## src/rtl/mem_port_arbiter_pkg.sv

```systemverilog
// Shared types for the memory port arbiter: FSM states, owner tag and the registered bus request.
package mem_arb_pkg;
  localparam int PKG_ADDR_W = 32;
  localparam int PKG_DATA_W = 32;
  localparam int PKG_BE_W   = PKG_DATA_W / 8;

  typedef enum logic [1:0] {IDLE, BUSY, RESP} arb_state_t;
  typedef enum logic {OWN_FETCH, OWN_DATA} arb_owner_t;

  // Sized by the package widths; the top-level ADDR_W/DATA_W must match these.
  typedef struct packed {
    logic [PKG_ADDR_W-1:0] addr;
    logic                  we;
    logic [PKG_DATA_W-1:0] wdata;
    logic [PKG_BE_W-1:0]   be;
  } mem_bus_req_t;
endpackage

```

## src/rtl/mem_port_arbiter_if.sv

```systemverilog
// Core-side request/response and memory-side bus signals of the arbiter.
interface mem_port_arbiter_if #(
  parameter int ADDR_W = 32,
  parameter int DATA_W = 32
);
  localparam int BE_W = DATA_W / 8;

  logic              if_req;
  logic [ADDR_W-1:0] if_addr;
  logic              if_done;
  logic [DATA_W-1:0] if_rdata;
  logic              d_req;
  logic              d_we;
  logic [ADDR_W-1:0] d_addr;
  logic [DATA_W-1:0] d_wdata;
  logic [BE_W-1:0]   d_be;
  logic              d_done;
  logic [DATA_W-1:0] d_rdata;
  logic              err;
  logic              stall;
  logic              bus_valid;
  logic [ADDR_W-1:0] bus_addr;
  logic              bus_we;
  logic [DATA_W-1:0] bus_wdata;
  logic [BE_W-1:0]   bus_be;
  logic              bus_ready;
  logic [DATA_W-1:0] bus_rdata;
  logic              bus_err;

  modport master (
    input  if_req, if_addr, d_req, d_we, d_addr, d_wdata, d_be,
    input  bus_ready, bus_rdata, bus_err,
    output if_done, if_rdata, d_done, d_rdata, err, stall,
    output bus_valid, bus_addr, bus_we, bus_wdata, bus_be
  );

  modport slave (
    output if_req, if_addr, d_req, d_we, d_addr, d_wdata, d_be,
    output bus_ready, bus_rdata, bus_err,
    input  if_done, if_rdata, d_done, d_rdata, err, stall,
    input  bus_valid, bus_addr, bus_we, bus_wdata, bus_be
  );
endinterface

```

## src/rtl/mem_port_arbiter_watchdog.sv

```systemverilog
// Clearable busy-cycle counter; expire is high in the cycle whose edge brings the count to TIMEOUT_CYCLES.
module mem_arb_watchdog #(
  parameter int TIMEOUT_CYCLES = 255
) (
  input  logic clock,
  input  logic reset,
  input  logic clr,
  input  logic en,
  output logic expire
);
  localparam int CW = $clog2(TIMEOUT_CYCLES + 1);

  logic [CW-1:0] cnt;

  always_ff @(posedge clock) begin
    if (!reset || clr)                          cnt <= '0;
    else if (en && cnt != CW'(TIMEOUT_CYCLES))  cnt <= cnt + 1'b1;
  end

  // Firing one count early keeps bus_valid up for exactly TIMEOUT_CYCLES cycles.
  assign expire = en && (cnt == CW'(TIMEOUT_CYCLES - 1));
endmodule

```

## src/rtl/mem_port_arbiter.sv

```systemverilog
// Shares one memory port between fetch and load/store: IDLE -> BUSY -> RESP, with data priority,
// a fetch anti-starvation streak limit and a watchdog that turns a hung bus into an error.
module mem_port_arbiter
  import mem_arb_pkg::*;
#(
  parameter int ADDR_W          = PKG_ADDR_W,
  parameter int DATA_W          = PKG_DATA_W,
  parameter int TIMEOUT_CYCLES  = 255,
  parameter int MAX_DATA_STREAK = 4
) (
  input  logic                clock,
  input  logic                reset,
  mem_port_arbiter_if.master  port_if
);
  localparam int SW = $clog2(MAX_DATA_STREAK + 1);

  arb_state_t        state, state_nxt;
  arb_owner_t        owner;
  logic [SW-1:0]     streak;
  mem_bus_req_t      bus_q, grant_req;
  logic              bus_valid_q;
  logic [DATA_W-1:0] resp_rdata;
  logic              resp_err;
  logic              fetch_wins, grant_data, grant_fetch, handshake, wd_en, expire;

  always_comb begin
    fetch_wins  = port_if.if_req && (streak == SW'(MAX_DATA_STREAK));
    grant_data  = (state == IDLE) && port_if.d_req && !fetch_wins;
    grant_fetch = (state == IDLE) && port_if.if_req && !grant_data;
    handshake   = (state == BUSY) && bus_valid_q && port_if.bus_ready;
    wd_en       = (state == BUSY) && bus_valid_q && !port_if.bus_ready;
  end

  always_comb begin
    state_nxt = state;
    case (state)
      IDLE:    if (grant_data || grant_fetch) state_nxt = BUSY;
      BUSY:    if (handshake || expire)       state_nxt = RESP;
      RESP:    state_nxt = IDLE;
      default: state_nxt = IDLE;
    endcase
  end

  // Fetches are always full-word reads.
  always_comb begin
    grant_req = '0;
    if (grant_data) begin
      grant_req.addr  = port_if.d_addr;
      grant_req.we    = port_if.d_we;
      grant_req.wdata = port_if.d_wdata;
      grant_req.be    = port_if.d_be;
    end else begin
      grant_req.addr  = port_if.if_addr;
      grant_req.be    = '1;
    end
  end

  always_ff @(posedge clock) begin
    if (!reset) begin
      state       <= IDLE;
      owner       <= OWN_FETCH;
      streak      <= '0;
      bus_q       <= '0;
      bus_valid_q <= 1'b0;
      resp_rdata  <= '0;
      resp_err    <= 1'b0;
    end else begin
      state <= state_nxt;
      if (grant_data || grant_fetch) begin
        bus_q       <= grant_req;
        bus_valid_q <= 1'b1;
        owner       <= grant_data ? OWN_DATA : OWN_FETCH;
        if (grant_fetch)                        streak <= '0;
        else if (streak != SW'(MAX_DATA_STREAK)) streak <= streak + 1'b1;
      end else if (handshake) begin
        bus_valid_q <= 1'b0;
        resp_rdata  <= bus_q.we ? '0 : port_if.bus_rdata;
        resp_err    <= port_if.bus_err;
      end else if (expire) begin
        bus_valid_q <= 1'b0;
        resp_rdata  <= '0;
        resp_err    <= 1'b1;
      end
    end
  end

  mem_arb_watchdog #(.TIMEOUT_CYCLES(TIMEOUT_CYCLES)) u_watchdog (
    .clock  (clock),
    .reset  (reset),
    .clr    (state != BUSY),
    .en     (wd_en),
    .expire (expire)
  );

  assign port_if.bus_valid = bus_valid_q;
  assign port_if.bus_addr  = bus_q.addr;
  assign port_if.bus_we    = bus_q.we;
  assign port_if.bus_wdata = bus_q.wdata;
  assign port_if.bus_be    = bus_q.be;

  assign port_if.if_done  = (state == RESP) && (owner == OWN_FETCH);
  assign port_if.d_done   = (state == RESP) && (owner == OWN_DATA);
  assign port_if.if_rdata = port_if.if_done ? resp_rdata : '0;
  assign port_if.d_rdata  = port_if.d_done  ? resp_rdata : '0;
  assign port_if.err      = (state == RESP) && resp_err;
  assign port_if.stall    = (port_if.if_req | port_if.d_req) & ~(port_if.if_done | port_if.d_done);
endmodule

```

## src/flat_wrapper.sv

```systemverilog
// flat-port wrapper written by rule: the top's interface ports become plain ports
module mem_port_arbiter_flat import mem_arb_pkg::*;
#(
  parameter int ADDR_W          = PKG_ADDR_W,
  parameter int DATA_W          = PKG_DATA_W,
  parameter int TIMEOUT_CYCLES  = 255,
  parameter int MAX_DATA_STREAK = 4
)
  (clock, reset, port_if_if_req, port_if_if_addr, port_if_d_req, port_if_d_we, port_if_d_addr, port_if_d_wdata, port_if_d_be, port_if_bus_ready, port_if_bus_rdata, port_if_bus_err, port_if_if_done, port_if_if_rdata, port_if_d_done, port_if_d_rdata, port_if_err, port_if_stall, port_if_bus_valid, port_if_bus_addr, port_if_bus_we, port_if_bus_wdata, port_if_bus_be);
  mem_port_arbiter_if #(.ADDR_W(ADDR_W), .DATA_W(DATA_W)) port_if_i ();
  input  logic clock;
  input  logic reset;
  input wire logic [$bits(port_if_i.if_req)-1:0] port_if_if_req;
  input wire logic [$bits(port_if_i.if_addr)-1:0] port_if_if_addr;
  input wire logic [$bits(port_if_i.d_req)-1:0] port_if_d_req;
  input wire logic [$bits(port_if_i.d_we)-1:0] port_if_d_we;
  input wire logic [$bits(port_if_i.d_addr)-1:0] port_if_d_addr;
  input wire logic [$bits(port_if_i.d_wdata)-1:0] port_if_d_wdata;
  input wire logic [$bits(port_if_i.d_be)-1:0] port_if_d_be;
  input wire logic [$bits(port_if_i.bus_ready)-1:0] port_if_bus_ready;
  input wire logic [$bits(port_if_i.bus_rdata)-1:0] port_if_bus_rdata;
  input wire logic [$bits(port_if_i.bus_err)-1:0] port_if_bus_err;
  output wire logic [$bits(port_if_i.if_done)-1:0] port_if_if_done;
  output wire logic [$bits(port_if_i.if_rdata)-1:0] port_if_if_rdata;
  output wire logic [$bits(port_if_i.d_done)-1:0] port_if_d_done;
  output wire logic [$bits(port_if_i.d_rdata)-1:0] port_if_d_rdata;
  output wire logic [$bits(port_if_i.err)-1:0] port_if_err;
  output wire logic [$bits(port_if_i.stall)-1:0] port_if_stall;
  output wire logic [$bits(port_if_i.bus_valid)-1:0] port_if_bus_valid;
  output wire logic [$bits(port_if_i.bus_addr)-1:0] port_if_bus_addr;
  output wire logic [$bits(port_if_i.bus_we)-1:0] port_if_bus_we;
  output wire logic [$bits(port_if_i.bus_wdata)-1:0] port_if_bus_wdata;
  output wire logic [$bits(port_if_i.bus_be)-1:0] port_if_bus_be;
  assign port_if_i.if_req = port_if_if_req;
  assign port_if_i.if_addr = port_if_if_addr;
  assign port_if_i.d_req = port_if_d_req;
  assign port_if_i.d_we = port_if_d_we;
  assign port_if_i.d_addr = port_if_d_addr;
  assign port_if_i.d_wdata = port_if_d_wdata;
  assign port_if_i.d_be = port_if_d_be;
  assign port_if_i.bus_ready = port_if_bus_ready;
  assign port_if_i.bus_rdata = port_if_bus_rdata;
  assign port_if_i.bus_err = port_if_bus_err;
  assign port_if_if_done = port_if_i.if_done;
  assign port_if_if_rdata = port_if_i.if_rdata;
  assign port_if_d_done = port_if_i.d_done;
  assign port_if_d_rdata = port_if_i.d_rdata;
  assign port_if_err = port_if_i.err;
  assign port_if_stall = port_if_i.stall;
  assign port_if_bus_valid = port_if_i.bus_valid;
  assign port_if_bus_addr = port_if_i.bus_addr;
  assign port_if_bus_we = port_if_i.bus_we;
  assign port_if_bus_wdata = port_if_i.bus_wdata;
  assign port_if_bus_be = port_if_i.bus_be;
  mem_port_arbiter #(.ADDR_W(ADDR_W), .DATA_W(DATA_W), .TIMEOUT_CYCLES(TIMEOUT_CYCLES), .MAX_DATA_STREAK(MAX_DATA_STREAK)) u_core (.clock(clock), .reset(reset), .port_if(port_if_i));
endmodule
```

## config.mk

```make
export PLATFORM = sky130hd
export DESIGN_NAME = mem_port_arbiter_flat
export DESIGN_NICKNAME = d
export VERILOG_FILES = /design/src/rtl/mem_port_arbiter_pkg.sv /design/src/rtl/mem_port_arbiter_if.sv /design/src/rtl/mem_port_arbiter_watchdog.sv /design/src/rtl/mem_port_arbiter.sv /design/src/flat_wrapper.sv
export SDC_FILE = /design/constraint.sdc
export NUM_CORES = 1
export LEC_CHECK = 0
export ABC_AREA = 1
export CORE_AREA = 2 2 95 142
export DETAILED_ROUTE_END_ITERATION = 6
export DIE_AREA = 0 0 97 144
export HOLD_SLACK_MARGIN = 0.15
export PLACE_DENSITY = 0.82
export REMOVE_ABC_BUFFERS = 1
export SLEW_MARGIN = 20
export SYNTH_ARGS = -nofsm -noshare
export SYNTH_HDL_FRONTEND = slang
export SYNTH_HIERARCHICAL = 1
export SYNTH_SLANG_ARGS = --single-unit
```

## constraint.sdc

```tcl
create_clock -name clock -period 3.45 [get_ports clock]
set_clock_uncertainty 0.05 [all_clocks]
set_input_delay 0.69 -clock clock [delete_from_list [all_inputs] [get_ports clock]]
set_output_delay 0.69 -clock clock [all_outputs]
set_load 0.05 [all_outputs]
```

# After elaboration in Yosys (flattened, before gate mapping)

Index checks and enable logic that the tools add are counted.

Add/sub/neg operators: 2
Equal/unequal tests: 9
Multiplexer cells: 19
Bitwise logic cells: 6
Reductions and logical operators: 27

Operators by type and width:

| operator                                                        | count |
|---|---|
| 32-bit two-way mux                                              | 6 |
| 33-bit two-way mux                                              | 1 |
| 1-bit logical AND                                               | 13 |
| 8-bit by 1-bit adder with 8-bit output, second input constant   | 1 |
| 8-bit == test, second input constant                            | 1 |
| 8-bit != test, second input constant                            | 1 |
| 1-bit two-way mux                                               | 6 |
| 3-bit two-way mux                                               | 2 |
| 2-bit AND reduction                                             | 3 |
| 1-bit zero test                                                 | 4 |
| 2-bit two-way mux                                               | 2 |
| 4-bit two-way mux                                               | 1 |
| 2-bit != test, second input constant                            | 2 |
| 2-bit one-hot mux with 2 select lines                           | 1 |
| 2-bit nonzero test                                              | 2 |
| 3-bit by 1-bit adder with 3-bit output, second input constant   | 1 |
| 3-bit == test, second input constant                            | 1 |
| 1-bit logical OR                                                | 3 |
| 3-bit != test, second input constant                            | 1 |
| 1-bit NOT                                                       | 3 |
| 3-bit nonzero test                                              | 1 |
| 2-bit by 1-bit == test with 1-bit output, second input constant | 1 |
| 2-bit == test, second input constant                            | 1 |
| 2-bit zero test                                                 | 1 |
| 3 further kinds                                                 | 4 |

Flip-flop bits (word level): 117
Input port bits: 139
Word-level logic and storage cells: 74

# Logic depth before layout (Yosys ltp)

Word-level depth: 9
Mapped depth: 11
Gate-level depth less buffers: 10

# By module

The synthesis kept the hierarchy.

Modules (own cells, without submodules):

| module           | instances | cells each | area an instance (µm²) | sequential area each (µm²) |
|---|---|---|---|---|
| mem_port_arbiter | 1         | 754        | 5056.1                 | 2182.1 |
| mem_arb_watchdog | 1         | 66         | 441.7                  | 160.2 |

# Worst setup path before layout

OpenSTA, ideal clock, no wires.

Path kind: register -> output
Start point: register u_core.state[1]
End point: output port_if_d_rdata[10]
Arrival: 2.284 ns
Data required time: 2.710 ns
Slack: 0.426 ns
Stages on the path, launching flop included: 8
Path through: dfxtp_1 inv_2 nor2_1 inv_1 nor2_1 inv_2 buf_2 nor2_1

Word-level cells in the longest chain between the ends: 3

Ends and longest elaborated chain:

| item                   | line                    | RTL |
|---|---|---|
| from (decl)            | mem_port_arbiter.sv:17  | `arb_state_t state, state_nxt;` |
| from (signal assigned) | mem_port_arbiter.sv:68  | `state <= state_nxt;` |
| 2-bit == test          | mem_port_arbiter.sv:102 | `assign port_if.d_done = (state == RESP) && (owner == OWN_DATA);` |
| 1-bit logical AND      | mem_port_arbiter.sv:102 |  |
| via port_if_d_done     | flat_wrapper.sv:25      | `output wire logic [$bits(port_if_i.d_done)-1:0] port_if_d_done;` |
| 32-bit two-way mux     | mem_port_arbiter.sv:104 | `assign port_if.d_rdata = port_if.d_done ? resp_rdata : '0;` |
| to (decl)              | flat_wrapper.sv:26      | `output wire logic [$bits(port_if_i.d_rdata)-1:0] port_if_d_rdata;` |

The timed path passes the listed nets, and every way through them passes these cells.

# Worst setup path in the final report

Start point: register u_core.state[1]
End point: output port_if_if_rdata[4]

Word-level cells in the longest chain between the ends: 3

Ends and longest elaborated chain:

| item               | line                    | RTL |
|---|---|---|
| 2-bit == test      | mem_port_arbiter.sv:101 | `assign port_if.if_done = (state == RESP) && (owner == OWN_FETCH);` |
| 1-bit logical AND  | mem_port_arbiter.sv:101 |  |
| 32-bit two-way mux | mem_port_arbiter.sv:103 | `assign port_if.if_rdata = port_if.if_done ? resp_rdata : '0;` |
| to (decl)          | flat_wrapper.sv:24      | `output wire logic [$bits(port_if_i.if_rdata)-1:0] port_if_if_rdata;` |

Every way passes these cells.

==> results.json <==
{
  "clkLatencyLatePin_ns": 0.40,
  "seq_power_share": 0.355,
  "track_usage": 0.250,
  "first_iter_violations": 253,
  "area_growth_pct": 62.7,
  "design.die.area_um2": 14000,
  "core.rowCount": 51,
  "cp-startpoint": "u_core/state[1]",
  "path_buf_inv": 4,
  "drive_gt1_frac": 0.0539,
  "pwr-share-clk": 0.423,
  "wire_per_inst_um": 14.6,
  "antenna_found_initial": 0,
  "cp_cell_sequence": "inv_2, nor2_1, inv_1, nor2_1, inv_2, nor2_1, clkdlybuf4s50_1",
  "p_comb_frac": 0.222,
  "gp_congestion": 0.817,
  "p_int_mw": 2.99,
  "grt_max_degree": 70,
  "drc_errors": 0,
  "final_nets": 1207,
  "clk_path_buf_depth": 2,
  "cts_num_sinks": 117,
  "vias": 6197,
  "rr_endpoint": "u_core/resp_rdata[11]",
  "numPortBuffers": 276,
  "first_global_vias": 5801,
  "cts_tree": "done",
  "synth_top_cell_by_area": "dfxtp_1",
  "endpoint_kind": "output pin",
  "hold_viol_final": 0,
  "synth.top_cell.area_share": 0.426,
  "antenna_cells": 0,
  "crit_required_ns": 2.71,
  "ff2ff_setup_slack_ns": 1.28,
  "power_density_nw_per_um2": 469,
  "io_pins": 277,
  "switching_share": 0.287,
  "cp_slowest_cell": "clkdlybuf4s50_1",
  "grt_pass1_wl_um": 28500,
  "min_path_type": "register to register",
  "worst_r2r_startpoint": "u_core/state[0]",
  "syn_area_um2": 5500,
  "layout_commonest_cell": "clkdlybuf4s50_1",
  "leakage_nw": 4.11,
  "critPathKind": "register to output pin",
  "total_power_mw": 4.20,
  "dpl_worst_slack_ns": 0.624,
  "wl_um": 18000,
  "holdWs_ns": 0.411,
  "start_util": 0.429,
  "fmax_mhz": 307,
  "maxCapViolCount": 0,
  "ctsRootBufferMaster": "clkbuf_16",
  "postSynthAreaPerCell_um2": 6.70,
  "cts.clk_slew.worst_paths_ns": 0.05,
  "power.switching_mw": 1.21,
  "worst-path-stages": 7,
  "drv_slew": 0,
  "start_kind": "register",
  "r2r_cells": 10,
  "cts_made_buffers": 17,
  "arrival_ns": 2.52,
  "finalCritPeriodShare": 0.945,
  "cts_resized": 0,
  "hold-path-cell-count": 2,
  "cp_max_fo": 32,
  "ys_seq_area_frac": 0.426,
  "gr-total-overflow": 0,
  "final_cell_mix": "clkdlybuf4s50_1 (239), nor2_1 (158), nand2_1 (153)",
  "ir_worst_vdd_mv": 0.307,
  "first_pass_iters": 5,
  "fin_ws_ns": 0.190,
  "via_per_inst": 5.01,
  "dpl_cell_area_um2": 8250,
  "hold_buffers": 0,
  "final_area_um2": 8940,
  "dp_hpwl_um": 12400,
  "antenna_left": 0,
  "synthTopCellsByArea": "dfxtp_1 (43%), nor2_1 (11%), nand2_1 (10%)",
  "yosysUniqueCellTypes": 26,
  "rsz0062_at_grt": "false",
  "slew_headroom": 0.333,
  "crit_top_cell": "nor2_1",
  "finalSetupViolCount": 0,
  "yosys_warnings": 6,
  "worstHoldEndpoint": "u_core/resp_rdata[14]",
  "syn_inst": 820,
  "min-delay-start": "u_core/resp_rdata[14]",
  "synth_seq_cells": 117,
  "core-area_um2": 12800,
  "period_needed_ns": 3.26,
  "tightest_slew_ns": 0.999,
  "die_y_um": 144,
  "cpPeakStageDelay_ns": 0.82,
  "tns_ns": 0,
  "status": "finished clean",
  "post-cts-setup-buffer-count": 0,
  "h-tree-depth": 4,
  "critPathTopFamily": "buffers and inverters",
  "die-width_um": 97
}
[through the flow]
| step | cells | utilization |
|---|---|---|
| 5_1_grt | 1236 | 0.697 |
| 2_1_floorplan | 759 | - |
| 6_report | 1236 | 0.697 |
| 4_1_cts | 1236 | 0.690 |
| 3_5_place_dp | 1204 | 0.643 |
| 3_3_place_gp | 1204 | 0.643 |
[flip-flops by register name, summed over array words and instances, names as in the netlist]
register,cells
u_core/port_if.bus_addr,32
u_core/owner,1
u_core/port_if.bus_be,4
u_core/port_if.bus_valid,1
u_core/resp_rdata,32
u_core/streak,3
u_core/port_if.bus_we,1
u_core/u_watchdog/cnt,8
u_core/resp_err,1
u_core/state,2
u_core/port_if.bus_wdata,32
[kinds of logic after synthesis]
group           synth area share
simple gates               0.369
buf+inv                    0.110
flops                      0.426
compound gates            0.0810
fa+ha+maj                0.00910
xor+xnor                 0.00478
[synth_stat cells]
cell type,instances
a21oi_1,75
and3_1,1
buf_1,8
buf_2,32
buf_4,1
buf_6,1
clkbuf_1,19
dfxtp_1,117
ha_1,4
inv_1,80
inv_2,7
nand2_1,153
nand2_2,5
nand3_1,73
nand3_2,1
nand4_1,67
nor2_1,158
nor2_4,1
nor3_1,2
nor4_1,1
o21ai_0,8
o21ai_1,1
o21ai_2,1
o21ai_4,1
xnor2_1,1
xor2_1,2
[layout make-up]
type                       count  area (µm²)
inverter                      87         328
clock buffer                  23         478
multi-input combinational    555        2550
fill                        1088        3880
sequential                   117        2340
timing repair buffer         286        2920
clock inverter                 9         125
tap                          159         199
[worst register-to-register path: stages, from the launching register on]
cell     delay, ns
dfxtp_1       0.43
nand3_1       0.10
nor2_1        0.11
buf_4         0.17
nand2_1       0.06
nor4_1        0.21
inv_1         0.07
nand2_1       0.11
nand2_2       0.39
nand2_1       0.24
a21oi_1       0.09
[per-layer routing]
| metal | up-vias | part of all wire | global-route usage |
|---|---|---|---|
| met5 | - | 0 | 0 |
| met4 | 0 | 0.028 | 0.0956 |
| met3 | 31 | 0.064 | 0.0720 |
| met2 | 237 | 0.52 | 0.453 |
| met1 | 2802 | 0.39 | 0.277 |
| li1 | 3127 | - | - |
[power groups by stage]
| stage | sequential [mW] | clock (mW) | combinational [mW] |
|---|---|---|---|
| 6_report | 1.49 | 1.78 | 0.934 |
| 5_1_grt | 1.50 | 1.87 | 1.00 |
| 4_1_cts | 1.49 | 1.81 | 0.936 |
| 3_5_place_dp | 1.51 | 0 | 0.930 |
| 3_3_place_gp | 1.51 | 0 | 0.923 |
| 2_1_floorplan | 1.76 | 0 | 0.270 |
[worst max path at each step]
stage               slack, ns                    endpoint
floorplan                0.26  u_core/port_if.bus_addr[0]
detailed placement       0.62         port_if_if_rdata[0]
global route            0.005        port_if_if_rdata[31]
CTS                      0.18         port_if_if_rdata[0]
finish                   0.19         port_if_if_rdata[4]
global placement         0.66         port_if_d_rdata[20]
Power figures use the tool's default switching activity.
